**src/rtl/mcif_rd_arbiter.sv**
```systemverilog
// Round-robin arbiter sharing one MCIF read channel between NUM_REQ clients, with in-order
// response steering via an order FIFO. Define MCIF_RD_ARB_PRIO0_EN for strict client-0 priority.
`ifndef log2AXI_BURST_LEN
`define log2AXI_BURST_LEN 4
`endif
`ifndef MAX_DAT_DW
`define MAX_DAT_DW 32
`endif
`ifndef Tout
`define Tout 2
`endif

module mcif_rd_arbiter #(
   parameter int NUM_REQ        = 2,
   parameter int ORD_DEPTH      = 16,
   parameter int log2_ORD_DEPTH = 4,
   parameter int PD_W           = `log2AXI_BURST_LEN + 64,
   parameter int DAT_W          = `MAX_DAT_DW * `Tout
) (
   input  logic                    clk,
   input  logic                    rst_n,
   input  logic [NUM_REQ-1:0]      cli_req_vld,
   output logic [NUM_REQ-1:0]      cli_req_rdy,
   input  logic [NUM_REQ*PD_W-1:0] cli_req_pd,
   output logic                    mcif_rd_req_vld,
   input  logic                    mcif_rd_req_rdy,
   output logic [PD_W-1:0]         mcif_rd_req_pd,
   input  logic                    mcif_rd_resp_vld,
   output logic                    mcif_rd_resp_rdy,
   input  logic [DAT_W-1:0]        mcif_rd_resp_pd,
   output logic [NUM_REQ-1:0]      cli_resp_vld,
   input  logic [NUM_REQ-1:0]      cli_resp_rdy,
   output logic [DAT_W-1:0]        cli_resp_pd,
   input  logic [NUM_REQ-1:0]      cli_rd_fifo_pop,
   output logic                    mcif_rd_fifo_pop,
   output logic                    busy
);

   localparam int LEN_W = PD_W - 64;
   localparam int ID_W  = (NUM_REQ > 1) ? $clog2(NUM_REQ) : 1;
   localparam int CNT_W = log2_ORD_DEPTH + 1;

   logic                      req_vld_q, req_vld_d;
   logic [PD_W-1:0]           req_pd_q, req_pd_d;
   logic [ID_W-1:0]           rr_ptr_q, rr_ptr_d;
   logic [LEN_W-1:0]          beat_cnt_q, beat_cnt_d;
   logic [CNT_W-1:0]          ord_cnt_q, ord_cnt_d;
   logic [log2_ORD_DEPTH-1:0] wr_ptr_q, wr_ptr_d;
   logic [log2_ORD_DEPTH-1:0] rd_ptr_q, rd_ptr_d;
   logic [ID_W-1:0]           ord_id_q  [ORD_DEPTH];
   logic [ID_W-1:0]           ord_id_d  [ORD_DEPTH];
   logic [LEN_W-1:0]          ord_len_q [ORD_DEPTH];
   logic [LEN_W-1:0]          ord_len_d [ORD_DEPTH];

   logic                      gnt_found;
   logic [ID_W-1:0]           gnt_id;
   logic [PD_W-1:0]           gnt_pd;
   logic                      stage_free;
   logic                      ord_full;
   logic                      ord_empty;
   logic                      grant;
   logic                      rr_adv;
   logic [ID_W-1:0]           h_id;
   logic [LEN_W-1:0]          h_len;
   logic                      beat_acc;
   logic                      pop;

   // Scan all clients starting at rr_ptr; the first valid one wins.
   always_comb begin : arb
      int unsigned     idx;
      logic [ID_W-1:0] sel;
      gnt_found = 1'b0;
      gnt_id    = '0;
      idx       = 0;
      sel       = '0;
      for (int unsigned i = 0; i < NUM_REQ; i++) begin
         idx = 32'(rr_ptr_q) + i;
         if (idx >= NUM_REQ) idx = idx - NUM_REQ;
         sel = ID_W'(idx);
         if (!gnt_found && cli_req_vld[sel]) begin
            gnt_found = 1'b1;
            gnt_id    = sel;
         end
      end
`ifdef MCIF_RD_ARB_PRIO0_EN
      if (cli_req_vld[0]) begin
         gnt_found = 1'b1;
         gnt_id    = '0;
      end
`endif
   end

   assign gnt_pd     = cli_req_pd[32'(gnt_id)*PD_W +: PD_W];
   assign stage_free = !req_vld_q | mcif_rd_req_rdy;
   assign ord_full   = (ord_cnt_q == CNT_W'(ORD_DEPTH));
   assign ord_empty  = (ord_cnt_q == '0);
   assign grant      = gnt_found & stage_free & !ord_full;

`ifdef MCIF_RD_ARB_PRIO0_EN
   // Client 0 bypasses the rotation, so its grants leave the pointer alone.
   assign rr_adv = grant & (gnt_id != '0);
`else
   assign rr_adv = grant;
`endif

   assign h_id     = ord_id_q[rd_ptr_q];
   assign h_len    = ord_len_q[rd_ptr_q];
   assign beat_acc = mcif_rd_resp_vld & mcif_rd_resp_rdy;
   assign pop      = beat_acc & (beat_cnt_q == h_len);

   always_comb begin
      cli_req_rdy  = '0;
      cli_resp_vld = '0;
      req_vld_d    = req_vld_q;
      req_pd_d     = req_pd_q;
      rr_ptr_d     = rr_ptr_q;
      beat_cnt_d   = beat_cnt_q;
      ord_cnt_d    = ord_cnt_q;
      wr_ptr_d     = wr_ptr_q;
      rd_ptr_d     = rd_ptr_q;
      ord_id_d     = ord_id_q;
      ord_len_d    = ord_len_q;

      if (grant) begin
         cli_req_rdy[gnt_id] = 1'b1;
         req_vld_d           = 1'b1;
         req_pd_d            = gnt_pd;
         ord_id_d[wr_ptr_q]  = gnt_id;
         ord_len_d[wr_ptr_q] = gnt_pd[PD_W-1 -: LEN_W];
         wr_ptr_d = (32'(wr_ptr_q) == ORD_DEPTH - 1) ? '0 : wr_ptr_q + 1'b1;
      end else if (mcif_rd_req_rdy) begin
         req_vld_d = 1'b0;
      end

      if (rr_adv) begin
         rr_ptr_d = (32'(gnt_id) == NUM_REQ - 1) ? '0 : gnt_id + 1'b1;
      end

      if (!ord_empty) begin
         cli_resp_vld[h_id] = mcif_rd_resp_vld;
      end

      if (pop) begin
         beat_cnt_d = '0;
         rd_ptr_d   = (32'(rd_ptr_q) == ORD_DEPTH - 1) ? '0 : rd_ptr_q + 1'b1;
      end else if (beat_acc) begin
         beat_cnt_d = beat_cnt_q + 1'b1;
      end

      if (grant && !pop) begin
         ord_cnt_d = ord_cnt_q + 1'b1;
      end else if (pop && !grant) begin
         ord_cnt_d = ord_cnt_q - 1'b1;
      end
   end

   always_ff @(posedge clk or negedge rst_n) begin
      if (!rst_n) begin
         req_vld_q  <= 1'b0;
         req_pd_q   <= '0;
         rr_ptr_q   <= '0;
         beat_cnt_q <= '0;
         ord_cnt_q  <= '0;
         wr_ptr_q   <= '0;
         rd_ptr_q   <= '0;
         for (int unsigned i = 0; i < ORD_DEPTH; i++) begin
            ord_id_q[i]  <= '0;
            ord_len_q[i] <= '0;
         end
      end else begin
         req_vld_q  <= req_vld_d;
         req_pd_q   <= req_pd_d;
         rr_ptr_q   <= rr_ptr_d;
         beat_cnt_q <= beat_cnt_d;
         ord_cnt_q  <= ord_cnt_d;
         wr_ptr_q   <= wr_ptr_d;
         rd_ptr_q   <= rd_ptr_d;
         ord_id_q   <= ord_id_d;
         ord_len_q  <= ord_len_d;
      end
   end

   assign mcif_rd_req_vld  = req_vld_q;
   assign mcif_rd_req_pd   = req_pd_q;
   assign mcif_rd_resp_rdy = !ord_empty & cli_resp_rdy[h_id];
   assign cli_resp_pd      = mcif_rd_resp_pd;
   assign mcif_rd_fifo_pop = |cli_rd_fifo_pop;
   assign busy             = req_vld_q | !ord_empty;

endmodule

```
**config.mk**
```make
export PLATFORM = sky130hd
export DESIGN_NAME = mcif_rd_arbiter
export DESIGN_NICKNAME = d
export VERILOG_FILES = /design/src/rtl/mcif_rd_arbiter.sv
export SDC_FILE = /design/constraint.sdc
export NUM_CORES = 1
export LEC_CHECK = 0
export ABC_CLOCK_PERIOD_IN_PS = 4100
export CORE_AREA = 2 2 143 145
export DETAILED_ROUTE_END_ITERATION = 8
export DIE_AREA = 0 0 145 147
export PLACE_DENSITY = 0.85
export SLEW_MARGIN = 25
export SYNTH_ARGS = -nofsm -noshare
export SYNTH_HDL_FRONTEND = slang
export SYNTH_SLANG_ARGS = --single-unit
```
**constraint.sdc**
```tcl
create_clock -name clk -period 4.1 [get_ports clk]
set_clock_uncertainty 0.1 [all_clocks]
set_input_delay 0.615 -clock clk [delete_from_list [all_inputs] [get_ports clk]]
set_output_delay 0.615 -clock clk [all_outputs]
set_load 0.02 [all_outputs]
```
# Yosys cells after proc, flatten, opt, wreduce, memory -nomap -nowiden
# Index checks and enable logic that the tools add are counted.
[word_totals]
output_inout_bits = 140
ff_bits = 167
input_bits = 210
[op_classes]
addsub = 9
n_mux = 39
multipliers = 1
bitwise_logic = 10
n_lt_le_gt_ge = 11
n_reduce_logical = 17
shifts = 1
eq_ne = 4
[ops]
columns = ["cell", "n"]
rows = [
  ["variable part select 136 x 9 -> 68 bit", 1],
  ["bitwise mux 64 bit", 1],
  ["2-to-1 mux 4 bit", 7],
  ["2-to-1 mux 1 bit", 20],
  ["binary-select mux 4 bit (select 4 bit)", 1],
  ["bitwise mux 16 bit", 1],
  ["demux 4 bit (select 4 bit)", 1],
  ["adder 4 x 1 -> 4 bit, second input constant", 3],
  [">= comparator 5 bit, second input constant", 2],
  ["2-to-1 mux 5 bit", 2],
  ["inverter 4 -> 5 bit", 2],
  ["equality test 4 bit, second input constant", 2],
  ["< comparator 1 x 2 -> 1 bit, second input constant", 4],
  ["logical AND 1 bit", 6],
  ["zero test 1 bit", 6],
  ["multiplier 1 x 5 -> 6 bit, second input constant", 1],
  ["nonzero test 2 bit", 3],
  ["adder 5 x 1 -> 5 bit, second input constant", 1],
  ["bitwise AND 1 bit", 5],
  ["equality test 5 bit, second input constant", 1],
  ["zero test 5 bit", 1],
  ["< comparator 5 x 1 -> 1 bit, second input constant", 1],
  ["subtractor 5 x 1 -> 5 bit, second input constant", 1],
  ["binary-select mux 1 bit (select 4 bit)", 1],
  ["other kinds (13)", 18],
]

# Depth between registers and ports, before layout
[logic_depth]
word_depth = 14
mapped_depth = 17
mapped_depth_nobuf = 15

# Least setup slack after synthesis
# OpenSTA, ideal clock, no wires.
[synth_timing]
kind = "reg-to-reg"
startpoint = "register rd_ptr_q[1]"
endpoint = "register ord_cnt_q[4]"
n_path_buf = 2
stages_incl_launch_ff = 18
required_time_ps = 3877
t_arrival_ps = 3297
path_slack_ps = 580
path_cell_list = "dfrtp_1 > buf_6 > buf_4 > nor2b_1 > a22o_1 > nor4b_1 > a211oi_1 > nor4_4 > and2_4 > inv_2 > ha_1 > inv_1 > ha_1 > a21o_1 > a21oi_1 > xnor2_1 > nor2_1 > xnor2_1"
[synth_between]
elab_chain_cells = 12
word_cells_on_any_way = 18
classes_between = "1 x eq/ne; 9 x mux; 4 x bitwise; 4 x reduce/logical"
[synth_lines]
columns = ["element", "line_no", "text"]
rows = [
  ["start: declaration", "49", "logic [log2_ORD_DEPTH-1:0] rd_ptr_q, rd_ptr_d;"],
  ["start signal: assignment", "177", "rd_ptr_q <= rd_ptr_d;"],
  ["inverter 4 -> 5 bit (not written as such) *", "106, 107", ""],
  ["binary-select mux 1 bit (select 4 bit)", "106", "assign h_id = ord_id_q[rd_ptr_q];"],
  ["2-to-1 mux 1 bit (not written as such) (2 in series)", "106", ""],
  ["2-to-1 mux 1 bit (not written as such) (2 in series)", "185", "assign mcif_rd_resp_rdy = !ord_empty & cli_resp_rdy[h_id];"],
  ["bitwise AND 1 bit", "185", ""],
  ["bitwise AND 1 bit", "108", "assign beat_acc = mcif_rd_resp_vld & mcif_rd_resp_rdy;"],
  ["bitwise AND 1 bit *", "109", "assign pop = beat_acc & (beat_cnt_q == h_len);"],
  ["zero test 1 bit", "150", "if (grant && !pop) begin"],
  ["logical AND 1 bit", "150", ""],
  ["2-to-1 mux 5 bit / nonzero test 2 bit (equally long branches)", "--", ""],
  ["end signal: assignment", "175", "ord_cnt_q <= ord_cnt_d;"],
  ["end: declaration", "47", "logic [CNT_W-1:0] ord_cnt_q, ord_cnt_d;"],
]
# Every way passes the cells marked *; elsewhere a longest branch is shown, timed or not. The select of a mux whose other input is x is not followed.
# A chain may end at the register's enable or synchronous reset.

# Worst setup path after layout
[layout_timing]
startpoint = "register rd_ptr_q[0]"
endpoint = "register ord_cnt_q[4]"
# The elaborated chain is that of the path after synthesis.

==> impl_metrics.py <==
metrics = {
    "worst_setup_path": {
        "cp_data_arrival_time_ps": 3960,
        "max_stage_delay_ps": 550,
        "crit_type": "reg -> reg",
        "r2r_end": "ord_cnt_q[4]",
        "cp_slowest_cell": "dfrtp_2",
        "cp_cell_sequence": "buf_4, mux2i_1, a22o_1, nor4b_1, a211oi_1, nor4_4, and2_4, inv_2, ha_1, inv_1, ha_1, a21o_1, a21oi_1, xnor2_1, nor2_1, xnor2_1",
        "r2r-start": "rd_ptr_q[0]",
        "startpoint_type": "flop",
        "rrSetupSlack_ps": 360,
        "endpoint_kind": "flop",
        "rr_worst_depth": 16,
        "required_ps": 4320,
        "worstPathMaxFanout": 14,
    },
    "floorplan": {
        "fp.dieH_um": 147,
        "start_util_pct": 42.1,
        "die-width_um": 145,
        "dieArea_mm2": 0.0213,
        "io_pins": 350,
        "num_rows": 52,
        "fp.coreArea_mm2": 0.0198,
    },
    "drt": {
        "wirelength_mm": 21.4,
        "first_pass_iters": 6,
        "routed_via_density": 5.11,
        "wl_per_cell_um": 17.0,
        "dr_total_vias": 6411,
        "drc_errors": 0,
        "drtIter0Drc": 364,
        "drtAntennaViolNets": 0,
    },
    "hold_path": {
        "holdPathEnd": "ord_len_q[55]",
        "hp-start": "ord_len_q[55]",
        "worstHoldPathCells": 2,
        "hold_path_class": "reg -> reg",
    },
    "sta": {
        "setup_ws_ps": 361,
        "relSlewSlack_pct": 36.9,
        "drv_slew": 0,
        "fin_crit_sh_pct": 91.2,
        "worstMarginPinSlew_ps": 947,
        "final.setup.tns_ps": 0,
        "max_freq_mhz": 267,
        "hold_viol_final": 0,
        "setup_viol": 0,
        "period_needed_ps": 3740,
        "rsz0062_at_grt": "no",
    },
    "layout": {
        "area_growth_pct": 31.6,
        "nets": 1192,
        "fin_cells": 1254,
        "seq_area_mm2": 0.00418,
        "drive_gt1_share_pct": 7.42,
        "multi_input_area_mm2": 0.00347,
        "n_fill_cell": 1679,
        "final_area_mm2": 0.0110,
        "diodes": 0,
    },
    "global_route": {
        "grt_start_max_net_pins": 122,
        "grt_pass1_vias": 6530,
        "grt_usage_pct": 20.6,
        "grt_pass1_wl_mm": 34.6,
        "antenna_found_initial": 0,
        "overflow": 0,
    },
    "synthesis": {
        "yosys_warnings": 0,
        "synth_area_per_cell_um2": 10.1,
        "syn_nets": 1045,
        "ys.flop_type": "dfrtp_1",
        "async_flop_share_pct": 100,
        "synth_edf_count": 0,
        "post-synth-top-count-cell": "dfrtp_1",
        "synth_top_area_cell": "dfrtp_1",
        "synth_cells": 824,
        "synthDistinctLibCells": 46,
        "netlist_area_mm2": 0.00836,
        "synth_area_leaders": "dfrtp_1, mux2i_1, nand2_1, buf_4, o21ai_1",
        "synth-seq-area-share_pct": 50.0,
        "synth_commonest_cells": "dfrtp_1, nand2_1, mux2i_1, o21ai_1, o21ai_0",
        "ys_seq_elements": 167,
        "synth_top_area_share_pct": 50.0,
    },
    "pwr": {
        "p_leak_nw": 4.82,
        "power_density_mw_per_mm2": 663,
        "p_total_w": 0.00730,
        "ir_drop_mv": 0.330,
    },
    "clock_network": {
        "clock-sinks": 167,
        "clockBufferDepth": 2,
        "cts.clk_slew.worst_paths_ps": 70,
        "h-tree-depth": 4,
        "clk_latency_ps": 430,
        "numCtsBuffers": 17,
        "cts_root_buffer": "clkbuf_16",
        "cts_tree": "yes",
    },
    "run": {
        "cap_violations": 0,
    },
    "placement": {
        "dp.cells": 1219,
        "pre_cts_ws_ps": 182,
        "gp_congestion": 0.866,
        "hpwl_mm": 15.9,
        "placed_area_mm2": 0.0103,
        "portBuffers": 221,
    },
    "status": {
        "run_status": "finished, final reports clean",
    },
}
-- timing repair --
item,in CTS,in global routing
resized for setup,0,1
hold buffers,0,1
endpoints found under the hold margin,0,31
endpoints found under the setup margin,0,1
buffers inserted,0,0
-- worst max-delay path by stage --
stage                 from           end  depth (start not counted)
2_1_floorplan  rd_ptr_q[1]  ord_cnt_q[4]                         17
3_3_place_gp   rd_ptr_q[0]  ord_cnt_q[4]                         16
3_5_place_dp   rd_ptr_q[0]  ord_cnt_q[4]                         16
4_1_cts        rd_ptr_q[0]  ord_cnt_q[4]                         16
5_1_grt        rd_ptr_q[0]  ord_cnt_q[4]                         16
6_report       rd_ptr_q[0]  ord_cnt_q[4]                         16
-- kinds of logic (layout without fill, tap and decap cells) --
group	after synthesis	count (layout)	share of synthesized area, %
AOI/OAI and AO/OA	184	184	11.7
xor gates and xnor gates	11	11	1.15
adders and majority gates	11	11	1.74
buffers and inverters	120	280	8.77
DFF	167	167	50.0
muxes	112	112	15.4
and+or+nand+nor	219	219	11.3
-- power breakdown --
| part | leakage [nW] | internal [W] | switching [W] |
|---|---|---|---|
| logic | 2.43 | 0.00141 | 0.00155 |
| registers | 2.10 | 0.00230 | 0.000483 |
| clock network | 0.286 | 0.000817 | 0.000746 |
| total | 4.82 | 0.00452 | 0.00278 |
-- metal layers --
layer	share of wire, %	GRT usage (%)	wire [um]
met1	40	25.3	8560
met4	2.1	7.82	456
met2	52	35.2	11000
met3	6.1	5.03	1300
met5	0	0	0
-- through the flow --
step | hold WS (ps) | util, %
3_3_place_gp | 362 | 52.2
4_1_cts | 300 | 55.1
3_5_place_dp | 374 | 52.2
5_1_grt | 413 | 55.4
6_report | 387 | 55.4
2_1_floorplan | 219 | -
-- final cells by class --
cell class,instances,share of cell area [%]
inverter,11,0.375
clock buffer,18,3.90
tap,270,3.07
sequential,167,38.0
clock inverter,14,1.41
timing repair buffer,237,21.7
multi-input combinational,537,31.5
-- state kept, by name (all words and copies together) (netlist names) --
register	cells
rr_ptr_q	1
ord_cnt_q	5
rd_ptr_q	4
wr_ptr_q	4
ord_len_q	64
beat_cnt_q	4
ord_id_q	16
mcif_rd_req_vld	1
mcif_rd_req_pd	68
-- layout by cell type (no fill, tap or decap), drive strengths merged, types with 12 or more instances in the layout --
cell type	instances
mux2i	97
buf	15
clkbuf	19
dfrtp	167
clkdlybuf4s50	220
inv	19
mux4	12
nand3	17
o21ai	156
nor2	17
nand2	159
-- worst max-delay path, delay by kind of cell (launching register included) --
kind / cells / cell delay [ps]
AND/OR/NAND/NOR: 4 / 900
multiplexers: 1 / 100
buffers and inverters: 3 / 480
AO/OA/AOI/OAI: 4 / 760
flip-flops: 1 / 550
XOR/XNOR: 2 / 270
adder cells (fa/ha/maj): 2 / 480
Note: power is estimated with default switching activity, not from simulation.
==> patch (config.mk and constraints unchanged) <==
One comparison of `ord_cnt_q` changes from == to >=.
--- a/src/rtl/mcif_rd_arbiter.sv
+++ b/src/rtl/mcif_rd_arbiter.sv
@@ -92,7 +92,7 @@
 
    assign gnt_pd     = cli_req_pd[32'(gnt_id)*PD_W +: PD_W];
    assign stage_free = !req_vld_q | mcif_rd_req_rdy;
-   assign ord_full   = (ord_cnt_q == CNT_W'(ORD_DEPTH));
+   assign ord_full   = (ord_cnt_q >= CNT_W'(ORD_DEPTH));
    assign ord_empty  = (ord_cnt_q == '0);
    assign grant      = gnt_found & stage_free & !ord_full;
 
Check against the original RTL: same outputs for any inputs over 4 cycles, from zero or initial values and one cycle with rst_n low; that may be too few to reach the edited logic, so the function may still have changed.
==> patch against the unedited design <==
Worst setup slack got worse by 0.16 ns; final area fell by 0.55%; routed wire length rose by 0.21%; fmax down 4.0%; cell count fell by 0.80%; area after synthesis down 0.55%; critical path depth is 1 lower; via count is 0.86% higher; sequential cell count unchanged; total power is 9.0% higher; critical path type unchanged; critical endpoint unchanged; highest routed layer unchanged.
==> patch: results (changes against the unedited design) <==
Logic synthesis
  – Seq/Total Area, Yosys: 50.3% (+0.28 points)
  – Top cells by area, synth: dfrtp_1 50%, mux2i_1 11%, buf_4 6.0%
  – Most frequent cells after synthesis: 167 x dfrtp_1, 94 x mux2i_1, 89 x nand2_1
  – Mapped Nets: 1039 (-0.57%)

Global routing
  – Largest net degree at the start of global routing: 88 (-28%)
  – First-pass GRT wire length: 34300 um (-0.92%)

Layout
  – # nets final: 1182 (-0.84%)
  – Fillers: 1676 (-0.18%)
  – Layout cell share with drive strength beyond 1: 6.98% (-0.44 points)

Worst setup path
  – R2R depth: 15 (-1)
  – CP Max Fanout: 18 (+4)
  – R2R Setup Slk: 0.21 ns (-0.16 ns)
  – Reg-to-reg startpoint: rd_ptr_q[2]

Placement
  – Final HPWL DP: 15600 um (-1.6%)
  – RD Place Congestion: 0.857 (-1.1%)
  – Dpl ws: 0.280 ns (+0.0979 ns)

Route
  – Wire length per cell: 17.2 um (+1.0%)
  – Total iterations of the first detailed-routing run: 8 (+2)
  – Vias: 6466 (+0.86%)
  – Detail Route met2 WL: 10700 um (-3.3%)
  – Initial drt markers: 492 (+35%)
  – WL met3: 1450 um (+12%)

Pwr
  – Peak supply drop: 0.361 mV (+9.4%)

STA
  – Worst hold slack: 0.0860 ns (-0.301 ns)

Run status
  – Status: finished, final reports clean
-- patch: cell count changes in the layout (fill, tap and decap cells not counted), moves of 13 or more --
cell     before  now
nor2_1       16   79
a21oi_1       6   73
o21ai_1      82    1
o21ai_0      73   86
nand2_1     158   89
-- patch: per-layer routing --
layer,GRT usage (%),up-vias
li1,-,3045
met1,25.3,3097
met2,34.5,273
met3,5.50,51
met4,7.13,0
met5,0,-
-- patch: power groups by stage --
stage / Combinational [uW] / Clock, uW / Sequential, uW
floorplan: 1820 / 0 / 3130
global placement: 3290 / 0 / 2880
detailed placement: 3420 / 0 / 2900
CTS: 3440 / 1660 / 2880
global route: 3720 / 1740 / 2980
finish: 3430 / 1650 / 2890
-- patch: area by class of cell --
| class | count | area share, % |
|---|---|---|
| Inverter | 10 | 0.343 |
| Clock buffer | 18 | 4.01 |
| Timing Repair Buffer | 234 | 21.3 |
| Tap cell | 270 | 3.09 |
| Sequential cell | 167 | 38.2 |
| Multi-Input combinational cell | 531 | 31.4 |
| Clock inverter | 14 | 1.61 |
-- patch: worst max path at each step --
| stage | startpoint | endpoint | cells past startpoint |
|---|---|---|---|
| after detailed placement | rd_ptr_q[0] | ord_cnt_q[4] | 15 |
| after CTS | rd_ptr_q[0] | ord_cnt_q[4] | 15 |
| final | rd_ptr_q[2] | ord_cnt_q[4] | 15 |
| after global placement | rd_ptr_q[0] | ord_cnt_q[4] | 15 |
| after floorplan | rd_ptr_q[0] | ord_cnt_q[4] | 17 |
| after global routing | rd_ptr_q[0] | ord_cnt_q[4] | 15 |
-- patch: kinds of logic after synthesis --
family                     count (synthesis)  share of synthesized area [%]
AOI/OAI and AO/OA                        185                           11.9
xor gates and xnor gates                  11                           1.16
adders and majority gates                 11                           1.75
buffers and inverters                    120                           8.64
DFF                                      167                           50.3
muxes                                    111                           15.5
and+or+nand+nor                          213                           10.8
-- patch: worst max-delay path, stage by stage, from the launching register on --
cell and delay, ns:
dfrtp_1 0.79, mux4_2 0.42, mux2i_1 0.28, mux2i_4 0.16, mux2i_4 0.28, inv_2 0.11, and2_4 0.17, inv_2 0.05
ha_1 0.17, inv_1 0.11, fa_1 0.42, a21o_1 0.18, a21oi_1 0.18, xnor2_1 0.13, nor2_1 0.06, xor2_1 0.14
-- patch: per-stage QoR --
step	instance area (um^2)	total power, uW
after detailed placement	10300	6320
final	10900	7960
after global placement	10300	6170
after CTS	10900	7980
after floorplan	8320	4950
after global routing	10900	8440
